[config.mk]
export PLATFORM = sky130hd
export DESIGN_NAME = mc_datapath
export DESIGN_NICKNAME = d
export VERILOG_FILES = /design/src/rtl/mc_datapath.sv
export SDC_FILE = /design/constraint.sdc
export NUM_CORES = 2
export LEC_CHECK = 0
export BUFFER_PORTS_ARGS = -buffer_cell sky130_fd_sc_hd__buf_2
export CORE_ASPECT_RATIO = 0.75
export CORE_MARGIN = 1.5
export CORE_UTILIZATION = 55
export DETAILED_ROUTE_END_ITERATION = 8
export PLACE_DENSITY = 0.74
export REMOVE_ABC_BUFFERS = 1
export SETUP_SLACK_MARGIN = 0.4
export SLEW_MARGIN = 10
export SYNTH_ARGS = -nofsm -noshare
export SYNTH_HDL_FRONTEND = slang
export SYNTH_SLANG_ARGS = --single-unit
export TNS_END_PERCENT = 100
[constraint.sdc]
create_clock -name clk -period 5.77 [get_ports clk]
set_clock_uncertainty 0.2 [all_clocks]
set_input_delay 0.8655 -clock clk [delete_from_list [all_inputs] [get_ports clk]]
set_output_delay 0.8655 -clock clk [all_outputs]
set_load 0.05 [all_outputs]
[src/rtl/mc_datapath.sv]
// Multi-cycle datapath: IDLE -> EXEC -> (MEM) -> WB, one instruction in flight at a time.
// Holds a register file (x0 hardwired to zero) and a small data memory, both cleared by reset.
// Build option MC_DATAPATH_PERF_EN: when defined, retired_cnt counts completed WB cycles;
// otherwise retired_cnt is tied to zero.
module mc_datapath #(
  parameter int unsigned XLEN     = 32,
  parameter int unsigned NREGS    = 32,
  parameter int unsigned DM_DEPTH = 32,
  localparam int unsigned RW      = $clog2(NREGS),
  localparam int unsigned AW      = $clog2(DM_DEPTH)
) (
  input  logic            clk,
  input  logic            rst,
  input  logic            in_valid,
  output logic            in_ready,
  input  logic [RW-1:0]   rs1,
  input  logic [RW-1:0]   rs2,
  input  logic [RW-1:0]   rd,
  input  logic [3:0]      alu_op,
  input  logic            use_imm,
  input  logic [XLEN-1:0] imm,
  input  logic            is_load,
  input  logic            is_store,
  input  logic            is_lui,
  input  logic            br_en,
  input  logic [1:0]      br_type,
  output logic            out_valid,
  output logic [XLEN-1:0] result,
  output logic            br_taken,
  output logic [AW-1:0]   dm_addr,
  output logic [31:0]     retired_cnt
);

  localparam int unsigned SW = $clog2(XLEN);

  typedef enum logic [1:0] {StIdle, StExec, StMem, StWb} state_e;

  state_e          state_q;
  logic [RW-1:0]   rs1_q, rs2_q, rd_q;
  logic [3:0]      alu_op_q;
  logic            use_imm_q;
  logic [XLEN-1:0] imm_q;
  logic            load_q, store_q, lui_q, br_en_q;
  logic [1:0]      br_type_q;
  logic            out_valid_q, br_taken_q;
  logic [XLEN-1:0] result_q;
  logic [AW-1:0]   dm_addr_q;

  logic [XLEN-1:0] regs_q [NREGS];
  logic [XLEN-1:0] mem_q  [DM_DEPTH];

  logic            single_cls;
  logic [XLEN-1:0] rs1_val, rs2_val, op_b, alu_res;
  logic [SW-1:0]   shamt;
  logic            br_cond, is_branch, rd_we;
  logic [AW-1:0]   mem_addr;

  // More than one class flag set falls back to a plain ALU instruction.
  assign single_cls = $onehot({is_load, is_store, is_lui});

  assign rs1_val   = regs_q[rs1_q];
  assign rs2_val   = regs_q[rs2_q];
  assign op_b      = use_imm_q ? imm_q : rs2_val;
  assign shamt     = op_b[SW-1:0];
  assign mem_addr  = AW'(rs1_val + imm_q);
  assign is_branch = br_en_q & ~load_q & ~store_q & ~lui_q;
  assign rd_we     = ~store_q & ~is_branch;

  // ALU: opcodes 10..15 alias to ADD.
  always_comb begin
    alu_res = rs1_val + op_b;
    case (alu_op_q)
      4'd1:    alu_res = rs1_val - op_b;
      4'd2:    alu_res = rs1_val & op_b;
      4'd3:    alu_res = rs1_val | op_b;
      4'd4:    alu_res = rs1_val ^ op_b;
      4'd5:    alu_res = rs1_val << shamt;
      4'd6:    alu_res = rs1_val >> shamt;
      4'd7:    alu_res = XLEN'($signed(rs1_val) >>> shamt);
      4'd8:    alu_res = {{(XLEN-1){1'b0}}, $signed(rs1_val) < $signed(op_b)};
      4'd9:    alu_res = {{(XLEN-1){1'b0}}, rs1_val < op_b};
      default: alu_res = rs1_val + op_b;
    endcase
  end

  // Branch compare always uses register data, never the immediate.
  always_comb begin
    case (br_type_q)
      2'd0:    br_cond = (rs1_val == rs2_val);
      2'd1:    br_cond = (rs1_val != rs2_val);
      2'd2:    br_cond = ($signed(rs1_val) < $signed(rs2_val));
      default: br_cond = ($signed(rs1_val) >= $signed(rs2_val));
    endcase
  end

  // Sequencer: latches the instruction, computes results and drives registered outputs.
  always_ff @(posedge clk or negedge rst) begin
    if (!rst) begin
      state_q     <= StIdle;
      rs1_q       <= '0;
      rs2_q       <= '0;
      rd_q        <= '0;
      alu_op_q    <= '0;
      use_imm_q   <= 1'b0;
      imm_q       <= '0;
      load_q      <= 1'b0;
      store_q     <= 1'b0;
      lui_q       <= 1'b0;
      br_en_q     <= 1'b0;
      br_type_q   <= '0;
      out_valid_q <= 1'b0;
      br_taken_q  <= 1'b0;
      result_q    <= '0;
      dm_addr_q   <= '0;
    end else begin
      case (state_q)
        StIdle: begin
          if (in_valid) begin
            rs1_q     <= rs1;
            rs2_q     <= rs2;
            rd_q      <= rd;
            alu_op_q  <= alu_op;
            use_imm_q <= use_imm;
            imm_q     <= imm;
            load_q    <= is_load & single_cls;
            store_q   <= is_store & single_cls;
            lui_q     <= is_lui & single_cls;
            br_en_q   <= br_en;
            br_type_q <= br_type;
            state_q   <= StExec;
          end
        end
        StExec: begin
          if (load_q || store_q) begin
            state_q <= StMem;
          end else begin
            result_q    <= lui_q ? imm_q : (is_branch ? '0 : alu_res);
            br_taken_q  <= is_branch & br_cond;
            out_valid_q <= 1'b1;
            state_q     <= StWb;
          end
        end
        StMem: begin
          dm_addr_q   <= mem_addr;
          result_q    <= load_q ? mem_q[mem_addr] : XLEN'(mem_addr);
          br_taken_q  <= 1'b0;
          out_valid_q <= 1'b1;
          state_q     <= StWb;
        end
        StWb: begin
          out_valid_q <= 1'b0;
          state_q     <= StIdle;
        end
        default: state_q <= StIdle;
      endcase
    end
  end

  // Architectural storage: store commits at end of MEM, register write at end of WB.
  always_ff @(posedge clk or negedge rst) begin
    if (!rst) begin
      for (int unsigned i = 0; i < NREGS; i++) regs_q[i] <= '0;
      for (int unsigned j = 0; j < DM_DEPTH; j++) mem_q[j] <= '0;
    end else begin
      if (state_q == StMem && store_q) mem_q[mem_addr] <= rs2_val;
      if (state_q == StWb && rd_we && rd_q != '0) regs_q[rd_q] <= result_q;
    end
  end

`ifdef MC_DATAPATH_PERF_EN
  logic [31:0] retired_q;

  // Retired-instruction counter, wraps naturally at 2^32.
  always_ff @(posedge clk or negedge rst) begin
    if (!rst) begin
      retired_q <= '0;
    end else if (state_q == StWb) begin
      retired_q <= retired_q + 32'd1;
    end
  end

  assign retired_cnt = retired_q;
`else
  assign retired_cnt = '0;
`endif

  assign in_ready  = (state_q == StIdle);
  assign out_valid = out_valid_q;
  assign result    = result_q;
  assign br_taken  = br_taken_q;
  assign dm_addr   = dm_addr_q;

endmodule

Yosys cells after proc, flatten, opt, wreduce, memory -nomap -nowiden
Index checks and enable logic that the tools add are counted.
Operators by class
  multiply operators: 0
  reductions and logical operators: 14
  shifts and indexed selects: 3
  order comparisons: 10
  mux-type cells: 30
  divide/modulo/power cells: 0
  add/subtract/negate cells: 5
  equal/unequal tests: 19
  bitwise logic cells: 19
Operator list (count)
  bitwise mux 1024 bit: 2
  binary-select mux 32 bit (select 5 bit): 3
  2-to-1 mux 32 bit: 13
  demux 32 bit (select 5 bit): 2
  one-hot mux 32 bit (9 select lines): 1
  less-than comparator 32 bit: 3
  one-hot mux 32 bit (2 select lines): 1
  adder 32 bit: 1
  AND 32 bit: 1
  equality test 32 bit: 1
  >= comparator 32 bit: 1
  inequality test 32 bit: 1
  OR 32 bit: 1
  << shifter 32 x 5 -> 32 bit: 1
  right shift 32 x 5 -> 32 bit: 1
  >>> shifter 32 x 5 -> 32 bit: 1
  subtractor 32 bit: 1
  bitwise XOR 32 bit: 1
  >= comparator 6 bit (second input constant): 4
  inverter 5 -> 6 bit: 4
  equality test 4 x 3 -> 1 bit (second input constant): 4
  less-than comparator 6 x 1 -> 1 bit (second input constant): 2
  AND 1 bit: 8
  equality test 4 x 2 -> 1 bit (second input constant): 2
  21 further kinds: 40
Word-level totals
  latch bits: 0
  bits in read-only memories: 0
  memories: 0
  input port bits: 61
  register bits after elaboration: 2147
  output and inout bits: 72
  RAM bits: 0

Depth between registers and ports, before layout
  depth in word-level cells: 11
  depth in mapped cells: 27

Worst setup path after synthesis
No wires, ideal clock.
  kind: reg2reg
  start point: reg rs2_q[1]
  end point: reg result_q[31], in the netlist result[31]
  data required time: 5.447 ns
  clock period less this slack: 6.287 ns
  stages on the path, launching flop included: 25
  slack: -0.517 ns
  library setup time: 0.123 ns
  arrival time: 5.964 ns
  path buffers: 8
  cell sequence: dfrtp_1 > buf_6 > buf_12 > buf_8 > buf_8 > buf_8 > clkbuf_1 > clkbuf_1 > clkbuf_1 > mux4_2 > mux4_2 > mux2i_1 > a21o_1 > ha_1 > or4_1 > nor4b_1 > nand3_1 > a211o_1 > a311oi_1 > o41ai_1 > o21ai_1 > xor2_1 > a311oi_1 > or3_1 > o221a_2
On the way
  cells in the longest elaborated chain, start to end: 11
  elaborated cells between the ends (all ways): 18
Ends and longest elaborated chain
  start: declaration: line 39  | logic [RW-1:0] rs1_q, rs2_q, rd_q;
  start signal: assignment: line 120  | rs2_q <= rs2;
  inverter 5 -> 6 bit (implied by the code) *: line 62  | assign rs2_val = regs_q[rs2_q];
  binary-select mux 32 bit (select 5 bit) *: line 62
  2-to-1 mux 32 bit (implied by the code) * (2 in a row): line 62
  2-to-1 mux 32 bit *: line 63  | assign op_b = use_imm_q ? imm_q : rs2_val;
  adder 32 bit (tied with other cells): line 82  | default: alu_res = rs1_val + op_b;
  one-hot mux 32 bit (9 select lines) *: line 72  | case (alu_op_q)
  2-to-1 mux 32 bit * (2 in a row): line 137  | result_q <= lui_q ? imm_q : (is_branch ? '0 : alu_res);
  2-to-1 mux 32 bit *: line 134  | if (load_q || store_q) begin
  one-hot mux 32 bit (2 select lines) *: line 116  | case (state_q)
  end signal: assignment: line 137
  end signal: assignment: line 145  | result_q <= load_q ? mem_q[mem_addr] : XLEN'(mem_addr);
  end: declaration: line 46  | logic [XLEN-1:0] result_q;
Mark *: on every way between the ends. The rest lies on a longest branch, timed or not. The select of a mux whose other input is x is not followed.
A chain may end at the register's enable or synchronous reset.

Worst setup path after layout
  start point: reg rs2_q[0]
  end point: reg result_q[30], in the netlist result[30]
The elaborated chain is that of the path after synthesis.

==> results_dict.tcl <==
set metrics [dict create \
    status "complete, no violations" \
    worst_r2r_path_depth 21 \
    maxCapViolations 0 \
    r2r_end "result[30]$_DFFE_PN0P_" \
    grt_setup_unrepaired "yes" \
    pre_cts_ws_ps -284.2 \
    synth_commonest_cells "dfrtp_1 (2147), mux2_2 (1164), nor2_1 (896)" \
    synth_cell_types 107 \
    tns_ps 0 \
    start_util_pct 55.23 \
    avgSynthCellArea_um2 11.66 \
    crit_family "simple AND/OR/NAND/NOR gates" \
    ioPinCount 133 \
    cts.path.max_buffers 4 \
    maxSlewViolCount 0 \
    die_x_um 530.6 \
    synth_seq_cells 2147 \
    synth-adder-area-share_pct 1.545 \
    start_kind "register" \
    gr-usage-all-layers_pct 41.94 \
    htree_levels 4 \
    avgViaCountPerCell 6.954 \
    clkLatencyLatePin_ps 910 \
    synth-main-ff-cell "dfrtp_1" \
    post-dp-hpwl_um 306800 \
    yosysMostFrequentCell "dfrtp_1" \
    final_util_pct 65.75 \
    fin_crit_ps 5679 \
    grt-ovfl-total 0 \
    synthXorXnorAreaFrac_pct 0.3738 \
    tightest_slew_ps 1367 \
    synth-async-reset-ratio_pct 100.0 \
    fin_crit_sh_pct 98.43 \
    detailroute.via_count 93380 \
    detail_route.wl_per_cell_um 33.87 \
    max_freq_mhz 176.1 \
    drive_gt1_share_pct 36.15 \
    yosys-top-cells-area "dfrtp_1 (47%), mux4_2 (12%), mux2_2 (11%)" \
    fin_ws_ps 90.68 \
    port_buffers 100 \
    postRouteAntennaNets 0 \
    die_area_mm2 0.2115 \
    yosysWarnings 0 \
    cts_sinks 2147 \
    syn_inst 9845 \
    crit_buf_inv 5 \
    firstDrtPassIters 8 \
    rows 145 \
    area_growth_syn_to_layout_pct 19.06 \
    grt_max_degree 176 \
    core_region_area_mm2 0.2079 \
    crit_chain "buf_12, clkbuf_16, buf_16, buf_12, mux4_2, mux4_2, mux2i_4, a21o_1, ha_1, or4_4, nor3_2, buf_4, o221a_4, or3_4, a311o_1, o21ai_2, o311a_1, or3_1, a31oi_2, o211ai_1, nand3_1" \
    setup_viol 0 \
    tritoncts "done" \
    synthMuxAreaShare_pct 28.64 \
    synth_top_family_by_area "multiplexers" \
    r2r_start "rs2_q[0]$_DFFE_PN0P_" \
    setup.worst_path.class "register to register" \
    min_path_type "input pin to register" \
    gp_congestion 1.064 \
    root_buffer "clkbuf_16" \
    grt_pass1_vias 90630 \
    path_clk_slew_ps 70 \
    synthSimpleGateAreaFrac_pct 7.141 \
    cp-end-kind "register" \
    r2r_setup_slack_ps 90 \
    worst_path_largest_cell_delay_ps 560 \
    worstSetupStartpoint "rs2_q[0]$_DFFE_PN0P_" \
    hp-start "imm[2]" \
    crit_fanout 6 \
    endpoint "result[30]$_DFFE_PN0P_" \
    required_ps 6360 \
    synth-edff-count 0 \
    grt_first_pass_wirelength_um 641700 \
    antenna_found_initial 18 \
    max_slew_margin_pct 8.614 \
    fp.dieH_um 398.7 \
    finalHoldViolCount 0 \
    finalNetCount 10660 \
    synth_area_mm2 0.1148 \
    route.final.wire_length_um 454900 \
    worstPathArrival_ps 6270 \
    yosysTopAreaCell "dfrtp_1" \
    drc 0 \
    slowest_stage "or4_4" \
    cts_made_buffers 210 \
    synth_top_area_share_pct 46.79 \
    synth-seq-area-share_pct 46.79 \
    synth-compound-area-share_pct 11.06 \
    drtIter0Drc 13990 \
    cp_num_cells 21 \
]
stage by stage:
stage | hold slack [ps] | instance area, µm² | std cells
after global routing | 24.40 | 136700 | 13420
after detailed placement | 186.8 | 125100 | 12840
after floorplan | 165.3 | 110300 | 8893
after CTS | 2.220 | 133600 | 13280
after global placement | 182.0 | 125100 | 12840
final | 28.56 | 136700 | 13430
worst min-delay path by stage:
stage                               end  cells past startpoint  slack [ps]
2_1_floorplan  regs_q[1023]$_DFFE_PN0P_                      0         170
3_3_place_gp   regs_q[1020]$_DFFE_PN0P_                      0         180
3_5_place_dp   regs_q[1002]$_DFFE_PN0P_                      0         190
4_1_cts            imm_q[2]$_DFFE_PN0P_                      2           2
5_1_grt            imm_q[2]$_DFFE_PN0P_                      2          20
6_report           imm_q[2]$_DFFE_PN0P_                      2          30
registers in the layout, indices dropped and copies added (netlist names), 2 cells and up:
register	cells
br_type_q	2
imm_q	32
regs_q	1024
rd_q	5
rs2_q	5
mem_q	1024
alu_op_q	4
state_q	2
rs1_q	5
result	32
dm_addr	5
metal layers:
layer | global-route usage (%) | part of all wire [%] | vias up
li1 | - | - | 37320
met1 | 60.05 | 39 | 47730
met2 | 56.15 | 40 | 6976
met3 | 17.09 | 16 | 1332
met4 | 17.09 | 4.8 | 26
met5 | 0 | 0.041 | -
logic make-up after synthesis:
| logic type | Yosys count |
|---|---|
| xor gates and xnor gates | 49 |
| AOI/OAI and AO/OA | 2087 |
| and+or+nand+nor | 1921 |
| DFF | 2147 |
| buffers and inverters | 1096 |
| other | 1 |
| muxes | 2404 |
| adders and majority gates | 140 |
cell type report:
type	count	area (µm²)
clock inverter	78	974.7
tap	2793	3495
sequential	2147	53760
inverter	113	439.2
multi-input combinational	6633	58510
fill	14970	71200
timing repair buffer	1358	13380
clock buffer	301	6137
antenna	6	15.01
placed cells by master, fill, tap and decap left out, types with 42 or more instances in the layout:
| master | instances |
|---|---|
| nand3_1 | 129 |
| nand2_1 | 565 |
| nor2_4 | 43 |
| inv_1 | 98 |
| o211ai_1 | 44 |
| buf_4 | 951 |
| buf_12 | 179 |
| nor3_1 | 54 |
| a21oi_1 | 847 |
| mux2i_1 | 614 |
| clkbuf_16 | 233 |
| a211oi_1 | 47 |
| clkinv_2 | 42 |
| a22oi_1 | 175 |
| a21o_1 | 72 |
| ha_1 | 115 |
| mux2_2 | 1165 |
| o21ai_0 | 375 |
| clkbuf_8 | 54 |
| a21oi_2 | 43 |
| buf_2 | 99 |
| buf_6 | 54 |
| nor2_1 | 849 |
| mux4_2 | 587 |
| dfrtp_1 | 2137 |
| o22ai_1 | 49 |
timing repair:
action | in CTS | in global routing
pin swaps | 28 | 125
endpoints found under the setup margin | 936 | 561
buffers inserted | 32 | 117
hold buffers | 20 | 0
gates cloned | 8 | 24
gates resized for setup | 140 | 315
hold endpoints to repair | 106 | 0
Power is not shown: default switching activity piles up to over one toggle a cycle in this logic, so the estimate is an artifact.
